**src/rtl/pc_fetch_unit.sv**
```systemverilog
// ---------------------------------------------------------------------------
// pc_fetch_unit
//   Instruction-fetch stage: PC register, next-PC selection and the IF/ID
//   instruction register. Drives instruction memory (combinational read) and
//   hands the fetched instruction to decode.
//
//   Optional build macro: PC_FETCH_DELAY_SLOT_EN
//     defined   -> MIPS branch delay slot: on a redirect the instruction at PC
//                  is kept in IF/ID instead of being squashed.
//     undefined -> a redirect squashes the wrong-path fetch (1-cycle bubble).
//
// Ports
//   CLK           in   system clock, rising edge
//   Reset         in   asynchronous, active-high reset
//   PCWre         in   PC / IF-ID write enable (0 = stall)
//   PCSrc[1:0]    in   next-PC select: 00 PC+4, 01 branch, 10 jump, 11 jr
//   Halt          in   halt request from decode
//   immediate_32  in   extended immediate (branch offset, in words)
//   addr_26       in   jump index field
//   rs_data       in   register value for jr
//   imem_rdata    in   instruction memory read data for imem_addr
//   imem_addr     out  instruction memory address (= PC)
//   PC            out  current fetch address
//   id_pc4        out  PC+4 of the instruction held in IF/ID
//   instr         out  IF/ID instruction register
//   instr_valid   out  instr holds a real instruction
//   immediate_16  out  instr[15:0], to the extend stage
//   halted        out  fetch is halted (only Reset exits)
// ---------------------------------------------------------------------------
module pc_fetch_unit #(
  parameter logic [31:0] RESET_PC  = 32'h0000_0000,
  parameter logic [31:0] NOP_INSTR = 32'h0000_0000
) (
  input  logic        CLK,
  input  logic        Reset,
  input  logic        PCWre,
  input  logic [1:0]  PCSrc,
  input  logic        Halt,
  input  logic [31:0] immediate_32,
  input  logic [25:0] addr_26,
  input  logic [31:0] rs_data,
  input  logic [31:0] imem_rdata,
  output logic [31:0] imem_addr,
  output logic [31:0] PC,
  output logic [31:0] id_pc4,
  output logic [31:0] instr,
  output logic        instr_valid,
  output logic [15:0] immediate_16,
  output logic        halted
);

  localparam logic [1:0] S_BOOT = 2'd0;
  localparam logic [1:0] S_RUN  = 2'd1;
  localparam logic [1:0] S_HALT = 2'd2;

  logic [1:0]  r_state;
  logic [31:0] r_pc;
  logic [31:0] r_id_pc4;
  logic [31:0] r_instr;
  logic        r_valid;

  logic [1:0]  w_state_nxt;
  logic [31:0] w_pc_nxt;
  logic [31:0] w_id_pc4_nxt;
  logic [31:0] w_instr_nxt;
  logic        w_valid_nxt;

  logic [31:0] w_pc_plus4;
  logic [31:0] w_target;
  logic        w_redirect;
  logic        w_unused_rs_lo;

  assign w_pc_plus4 = r_pc + 32'd4;

  // A redirect only comes from a real instruction; bubbles cannot redirect.
  assign w_redirect = r_valid && (PCSrc != 2'b00);

  // jr target is word-aligned, so the low two bits of rs_data are dropped.
  assign w_unused_rs_lo = ^rs_data[1:0];

  always_comb begin
    w_target = w_pc_plus4;
    case (PCSrc)
      2'b01:   w_target = r_id_pc4 + (immediate_32 << 2);
      2'b10:   w_target = {r_id_pc4[31:28], addr_26, 2'b00};
      2'b11:   w_target = {rs_data[31:2], 2'b00};
      default: w_target = w_pc_plus4;
    endcase
  end

  always_comb begin
    w_state_nxt  = r_state;
    w_pc_nxt     = r_pc;
    w_id_pc4_nxt = r_id_pc4;
    w_instr_nxt  = r_instr;
    w_valid_nxt  = r_valid;

    case (r_state)
      // First fetch after reset; stall and redirect inputs are meaningless yet.
      S_BOOT: begin
        w_instr_nxt  = imem_rdata;
        w_valid_nxt  = 1'b1;
        w_pc_nxt     = w_pc_plus4;
        w_id_pc4_nxt = w_pc_plus4;
        w_state_nxt  = S_RUN;
      end

      S_RUN: begin
        if (Halt) begin
          w_state_nxt = S_HALT;
          w_instr_nxt = NOP_INSTR;
          w_valid_nxt = 1'b0;
        end else if (PCWre) begin
          if (w_redirect) begin
            w_pc_nxt = w_target;
`ifdef PC_FETCH_DELAY_SLOT_EN
            // Delay slot: the instruction after the branch still executes.
            w_instr_nxt  = imem_rdata;
            w_valid_nxt  = 1'b1;
            w_id_pc4_nxt = w_pc_plus4;
`else
            // Squash the wrong-path fetch; id_pc4 is deliberately left alone.
            w_instr_nxt = NOP_INSTR;
            w_valid_nxt = 1'b0;
`endif
          end else begin
            w_pc_nxt     = w_pc_plus4;
            w_instr_nxt  = imem_rdata;
            w_id_pc4_nxt = w_pc_plus4;
            w_valid_nxt  = 1'b1;
          end
        end
        // PCWre = 0: everything holds; decode re-presents any pending redirect.
      end

      S_HALT: begin
        w_state_nxt = S_HALT;
      end

      default: begin
        w_state_nxt = S_BOOT;
      end
    endcase
  end

  always_ff @(posedge CLK or posedge Reset) begin
    if (Reset) begin
      r_state  <= S_BOOT;
      r_pc     <= RESET_PC;
      r_id_pc4 <= RESET_PC;
      r_instr  <= NOP_INSTR;
      r_valid  <= 1'b0;
    end else begin
      r_state  <= w_state_nxt;
      r_pc     <= w_pc_nxt;
      r_id_pc4 <= w_id_pc4_nxt;
      r_instr  <= w_instr_nxt;
      r_valid  <= w_valid_nxt;
    end
  end

  assign imem_addr    = r_pc;
  assign PC           = r_pc;
  assign id_pc4       = r_id_pc4;
  assign instr        = r_instr;
  assign instr_valid  = r_valid;
  assign immediate_16 = r_instr[15:0];
  assign halted       = (r_state == S_HALT);

endmodule

```
**config.mk**
```make
export PLATFORM = sky130hd
export DESIGN_NAME = pc_fetch_unit
export DESIGN_NICKNAME = d
export VERILOG_FILES = /design/src/rtl/pc_fetch_unit.sv
export SDC_FILE = /design/constraint.sdc
export NUM_CORES = 1
export LEC_CHECK = 0
export CORE_MARGIN = 2
export CORE_UTILIZATION = 35
export DETAILED_ROUTE_END_ITERATION = 12
export PLACE_DENSITY = 0.68
export SYNTH_ARGS = -nofsm -noshare
export SYNTH_HDL_FRONTEND = slang
export SYNTH_SLANG_ARGS = --single-unit
```
**constraint.sdc**
```tcl
create_clock -name CLK -period 3.8 [get_ports CLK]
set_input_delay 0.38 -clock CLK [delete_from_list [all_inputs] [get_ports CLK]]
set_output_delay 0.38 -clock CLK [all_outputs]
set_load 0.05 [all_outputs]
```
==> summary.log, run 1 <==
qor: outcome.run_status completed
qor: clock_network.cts_hold_repair.buffers 0
qor: drt.postRouteAntennaNets 0
qor: setup_path.crit_path_start_kind input port
qor: worst_hold_path.hold_class in -> async
qor: setup_path.r2r.worst_path.cells 11
qor: setup_path.worstSetupPathType in -> reg
qor: floorplanning.die-height 147 um
qor: setup_path.critPathMaxStageDelay 0.41 ns
qor: finish.area_delta_synth_final 40.6%
qor: setup_path.cp_slowest_cell clkdlybuf4s50_1
qor: logic_synthesis.yosysWarningCount 0
qor: global_routing.grt_pass1_wl 36400 um
qor: pwr.cell_area_power_density 976 nW/um^2
qor: timing.totalNegativeSetupSlack 0 ns
qor: clock_network.clock_tree_from_tritoncts yes
qor: setup_path.timing.critical_path.required 4.03 ns
qor: clock_network.clock_latency 0.36 ns
qor: global_routing.global_route.overflow_total 0
qor: finish.multi_input_comb_area 4070 um^2
qor: global_routing.first_global_vias 6489
qor: timing.setup_viol 0
qor: setup_path.critical-path-top-delay-family compound AO/OA/AOI/OAI gates
qor: setup_path.r2r_setup_slack 1.00 ns
qor: drt.detail_route.wl_per_cell 18.3 um
qor: clock_network.clk_pin_slew 0.08 ns
qor: setup_path.end_kind register
qor: logic_synthesis.synth_cells 812
qor: logic_synthesis.asyncSetResetFlopFracSynth 1.00
qor: drt.drt_wl_total 23500 um
qor: drt.detailedRoute.firstIterationViolations 478
qor: timing.min_period 2.83 ns
qor: finish.regArea 2480 um^2
qor: pwr.vdd_drop_max 556 uV
qor: logic_synthesis.synth_enable_flop_cells 0
qor: clock_network.cts.repair_timing.setup_buffer_count 0
qor: global_routing.grt_antenna_before_repair 0
qor: logic_synthesis.synthesis.area 7160 um^2
qor: floorplanning.top_level_ports 274
qor: logic_synthesis.synth.avg_cell_area 8.82 um^2
qor: placed_design.gp_congestion 0.882
qor: drt.dr_total_vias 6849
qor: floorplanning.placeableCoreArea 20200 um^2
qor: timing.max_freq 0.354 GHz
qor: pwr.leakagePower 4.19 nW
qor: timing.hold_ws 0.463 ns
qor: timing.tightest_slew 0.750 ns
qor: run.cap_violations 0
qor: setup_path.critical_path.cell_chain clkdlybuf4s50_1 > ha_1 > inv_1 > fa_1 > nor2b_1 > o31a_1 > o211ai_1 > o211a_1 > o2111ai_1 > a21oi_1 > xor2_1 > o21ai_1
qor: clock_network.cts_htree_levels 3
qor: setup_path.path_buf_inv 2
qor: timing.max-slew-margin-rel 0.499
qor: finish.design.final.nets 1173
qor: clock_network.cts_sinks 99
qor: drt.dr_pass1_iterations 5
qor: floorplanning.row_count 52
qor: finish.num_antenna_cells 0
qor: timing.min_period_over_period 0.744
qor: timing.fin_worst_skew 0.0140 ns
qor: setup_path.arrival 3.06 ns
qor: logic_synthesis.synth_seq_area_share 0.346
qor: drt.detail_route.vias_per_cell 5.33
qor: timing.hold_viol_final 0
qor: clock_network.clock_tree.root_cell clkbuf_16
qor: drt.remaining_drc_errors 0
qor: logic_synthesis.synthDistinctLibCells 72
qor: clock_network.cts_max_path_buffers 2
qor: logic_synthesis.synth_flop_cell dfrtp_1
qor: setup_path.crit-reg2reg-launch id_pc4[2]$_DFFE_PP0P_
qor: floorplanning.fp.dieArea 21600 um^2
qor: clock_network.tritoncts.num_buffers 9
qor: timing.final-max-slew-violation-count 0
qor: floorplanning.initial_utilization 0.355
qor: global_routing.grt.total_usage 0.213
qor: logic_synthesis.total_nets_after_synthesis 974
qor: clock_network.cts-resized-gates 0
qor: setup_path.worst_r2r_endpoint PC[30]$_DFFE_PP0P_
qor: floorplanning.floorplan.die.width 147 um
qor: logic_synthesis.postSynthRegisterBits 99
qor: global_routing.grt_max_degree 53
qor: setup_path.worst-path-max-fanout 6
qor: placed_design.numPortBuffers 269
qor: finish.fill_cells 1925
qor: placed_design.dp_hpwl 17200 um
qor: finish.layout-drive-gt1-share 0.0709
qor: timing.rsz_0062_raised_after_global_routing false
## layer usage
metal	global-route usage	wire length, um	vias to the layer above
met5	0	0	-
met4	0.0659	410	0
met3	0.0404	1860	30
met2	0.344	10800	300
met1	0.292	10400	3207
li1	-	-	3312
## worst register-to-register path: stages (launching register included)
cell and delay, ns:
dfrtp_1 0.41, ha_1 0.23, inv_1 0.08, fa_1 0.22
nor2b_1 0.07, o31a_1 0.32, o211ai_1 0.30, o211a_1 0.37
o2111ai_1 0.17, a21oi_1 0.22, xor2_1 0.21, o21ai_1 0.09
## cell type report
class                      instances  area share
clock buffer                       9      0.0224
multi-input combinational        597       0.404
clock inverter                     7     0.00733
tap                              270      0.0336
timing repair buffer             283       0.279
inverter                          21     0.00808
sequential                        99       0.246
## cell usage in the layout, fill, tap and decap left out, drive strengths merged, types with 12 or more instances in the layout
cell,instances
a21oi,50
a22o,32
a31oi,12
and3,17
buf,15
clkdlybuf4s50,268
dfrtp,99
ha,33
inv,27
mux2,15
mux2i,16
nand2,90
nand3,27
nor2,43
o21a,12
o21ai,70
o22ai,14
xnor2,25
xor2,21
## cells in the mapped netlist (5+ instances only)
cell	count	share of area
a211oi_1	5	0.0052
a21o_1	9	0.0094
a21oi_1	48	0.034
a221oi_1	7	0.0086
a22o_1	32	0.039
a22oi_1	5	0.0052
a31oi_1	12	0.010
and3_1	12	0.010
and4_1	6	0.0073
buf_1	8	0.0042
buf_2	6	0.0042
buf_4	52	0.055
clkbuf_1	28	0.015
dfrtp_1	99	0.35
ha_1	33	0.058
inv_1	21	0.011
mux2_2	15	0.024
mux2i_1	16	0.022
nand2_1	90	0.047
nand3_1	27	0.019
nand4_1	6	0.0052
nor2_1	43	0.023
nor2b_1	5	0.0044
nor3_1	8	0.0056
o211ai_1	8	0.0084
o21a_1	11	0.012
o21ai_0	68	0.048
o22ai_1	14	0.012
xnor2_1	25	0.031
xor2_1	21	0.026
## logic make-up (layout without fill, tap and decap cells)
kind of cell               after synthesis  after routing  share of synthesized area
DFF                                     99             99                      0.346
buffers and inverters                  116            320                     0.0902
and+or+nand+nor                        225            225                      0.155
adders and majority gates               34             34                     0.0605
xor gates and xnor gates                46             46                     0.0563
AOI/OAI and AO/OA                      261            261                      0.246
muxes                                   31             31                     0.0460
## metrics by stage
| stage | power [W] | cell area [um^2] | cells | utilization | setup WS (ns) |
|---|---|---|---|---|---|
| floorplan | 0.00695 | 7160 | 812 | - | 0.830 |
| global route | 0.0104 | 10100 | 1286 | 0.499 | 0.756 |
| detailed placement | 0.00887 | 9770 | 1270 | 0.484 | 0.663 |
| finish | 0.00983 | 10100 | 1286 | 0.499 | 0.971 |
| global placement | 0.00882 | 9770 | 1270 | 0.484 | 0.679 |
| CTS | 0.00987 | 10100 | 1286 | 0.499 | 1.02 |
## how the worst max path moves through the flow
stage	from	to	slack, ns	cells after the start
floorplan	Reset	PC[0]$_DFFE_PP0P_	0.83	1
finish	immediate_32[0]	PC[30]$_DFFE_PP0P_	0.97	12
global placement	immediate_32[0]	PC[14]$_DFFE_PP0P_	0.68	12
detailed placement	immediate_32[0]	PC[30]$_DFFE_PP0P_	0.66	12
CTS	immediate_32[0]	PC[14]$_DFFE_PP0P_	1.02	12
global route	immediate_32[0]	PC[14]$_DFFE_PP0P_	0.76	12
## power by group
| part | total, W | switching (W) | internal [W] |
|---|---|---|---|
| Combinational | 0.00678 | 0.00440 | 0.00238 |
| Clock | 0.000956 | 0.000484 | 0.000472 |
| Sequential | 0.00209 | 0.000573 | 0.00152 |
## flip-flops by register name, summed over array words and instances (netlist names)
| register | cells |
|---|---|
| id_pc4 | 32 |
| r_state | 2 |
| PC | 32 |
| instr | 32 |
| instr_valid | 1 |
Note: power is estimated with default switching activity, not from simulation.
==> run 2: changes to the inputs <==
PLACE_DENSITY = 0.71   (was 0.68)
clock period = 2.4 ns   (was 3.8 ns; I/O delays follow)
==> summary.log, run 2 (synthesis gave the netlist of run 1 again) <==
qor: outcome.run_status finished, violations left
qor: outcome.violations_in_the_final_reports negative setup slack
qor: finish.area_delta_synth_final 56.1%
qor: drt.remaining_drc_errors 0
qor: finish.layout-drive-gt1-share 0.213
qor: finish.regArea 2500 um^2
qor: timing.setup_viol 8
qor: finish.layout.cells.most_common_list clkdlybuf4s50_1 (268), buf_4 (110), nand2_1 (88)
qor: timing.timing.final.ws_setup -0.0740 ns
qor: clock_network.clock_latency 0.36 ns
qor: finish.final_common_cell clkdlybuf4s50_1
qor: timing.min_period 2.47 ns
qor: finish.finalNonFillerCells 1389
qor: timing.max_freq 0.404 GHz
qor: global_routing.grt.total_usage 0.236
qor: timing.final-max-slew-violation-count 0
qor: clock_network.clock_tree.root_cell clkbuf_16
qor: setup_path.worstSetupPathType reg -> reg
qor: floorplanning.die-height 147 um
qor: global_routing.grt_pass1_wl 40300 um
qor: finish.design.final.nets 1276
qor: floorplanning.initial_utilization 0.355
qor: timing.fin_worst_skew 0.0160 ns
qor: setup_path.r2r_setup_slack -0.07 ns
qor: global_routing.grt_antenna_before_repair 0
qor: drt.dr_total_vias 7473
qor: finish.num_antenna_cells 0
qor: timing.max-slew-margin-rel 0.613
qor: drt.detail_route.vias_per_cell 5.38
qor: floorplanning.top_level_ports 274
qor: pwr.leakagePower 4.72 nW
qor: clock_network.cts_htree_levels 3
qor: worst_hold_path.hold_class in -> async
qor: timing.min_period_over_period 1.03
qor: finish.fill_cells 1842
qor: drt.detail_route.wl_per_cell 18.7 um
qor: floorplanning.placeableCoreArea 20200 um^2
qor: setup_path.worst-path-max-fanout 6
qor: setup_path.end_kind register
qor: setup_path.arrival 2.72 ns
qor: global_routing.global_route.overflow_total 0
qor: clock_network.cts_max_path_buffers 2
qor: global_routing.first_global_vias 7468
qor: pwr.cell_area_power_density 1540 nW/um^2
qor: finish.multi_input_comb_area 4330 um^2
qor: timing.totalNegativeSetupSlack -0.323 ns
qor: placed_design.gp_congestion 0.905
qor: setup_path.timing.critical_path.required 2.64 ns
qor: timing.rsz_0062_raised_after_global_routing true
qor: drt.postRouteAntennaNets 0
qor: floorplanning.row_count 52
qor: placed_design.dp_hpwl 19200 um
qor: floorplanning.floorplan.die.width 147 um
qor: drt.drt_wl_total 26000 um
qor: placed_design.numPortBuffers 269
qor: timing.hold_viol_final 0
qor: clock_network.clk_pin_slew 0.08 ns
qor: drt.detailedRoute.firstIterationViolations 510
qor: clock_network.tritoncts.num_buffers 9
qor: placed_design.placed_cells_incl_taps 1366
qor: pwr.vdd_drop_max 936 uV
qor: setup_path.crit_path_start_kind register
qor: clock_network.clock_tree_from_tritoncts yes
qor: run.cap_violations 0
qor: drt.dr_pass1_iterations 6
qor: global_routing.grt_max_degree 100
qor: clock_network.cts_sinks 99
qor: timing.tightest_slew 0.579 ns
qor: floorplanning.fp.dieArea 21600 um^2
-- run 2: worst paths after layout --
path / from / endpoint / cells past startpoint
max in group asynchronous: Reset / id_pc4[16]$_DFFE_PP0P_ / 3
hold reg to reg: instr[29]$_DFFE_PP0P_ / instr[29]$_DFFE_PP0P_ / 1
setup / recovery: id_pc4[2]$_DFFE_PP0P_ / PC[26]$_DFFE_PP0P_ / 11
hold / removal: Reset / instr[5]$_DFFE_PP0P_ / 3
setup reg to reg: id_pc4[2]$_DFFE_PP0P_ / PC[26]$_DFFE_PP0P_ / 11
min in group CLK: imem_rdata[5] / instr[5]$_DFFE_PP0P_ / 2
-- run 2: final cells by class --
cell class,count,share of cell area
Tap cell,270,0.0302
Clock inverter,7,0.00627
Timing Repair Buffer,386,0.324
Inverter,21,0.00739
Multi-Input combinational cell,597,0.387
Sequential cell,99,0.224
Clock buffer,9,0.0201
-- run 2: critical path, cell delays in order, from the launching register on --
cell	delay, ns
dfrtp_2	0.43
ha_4	0.16
inv_2	0.05
fa_2	0.21
nor2b_2	0.05
o31a_1	0.30
o211ai_1	0.29
o211a_4	0.28
a311oi_2	0.12
or3_1	0.31
nand3_1	0.09
a21oi_1	0.07
-- run 2: stage by stage --
step	instance area, um^2	total power (W)	worst slack (ns)	util	hold WS (ns)
after floorplan	7270	0.0111	-0.00734	-	0.380
after global placement	10600	0.0151	-0.389	0.527	0.484
after detailed placement	10600	0.0152	-0.478	0.527	0.481
after CTS	11000	0.0169	-0.121	0.546	0.421
after global routing	11200	0.0181	-0.181	0.554	0.451
final	11200	0.0172	-0.0740	0.554	0.393
-- run 2: where the power goes --
group / switching [W] / leakage, nW / total, W / internal [W]
clock: 0.000763 / 0.142 / 0.00150 / 0.000735
sequential: 0.000670 / 1.20 / 0.00311 / 0.00244
combinational: 0.00774 / 3.38 / 0.0126 / 0.00488
total: 0.00918 / 4.72 / 0.0172 / 0.00805
-- run 2: what timing repair did --
action / in CTS / in global routing
endpoints found under the setup margin: 11 / 23
pin swaps: 16 / 23
hold buffers: 0 / 0
buffers inserted: 1 / 6
gates resized for setup: 20 / 36
-- run 2: layer usage --
metal | global-route usage | up-vias | share of wire
met5 | 0 | - | 0
met4 | 0.0976 | 0 | 0.032
met2 | 0.390 | 393 | 0.46
met3 | 0.0453 | 60 | 0.083
met1 | 0.304 | 3507 | 0.42
li1 | - | 3513 | -
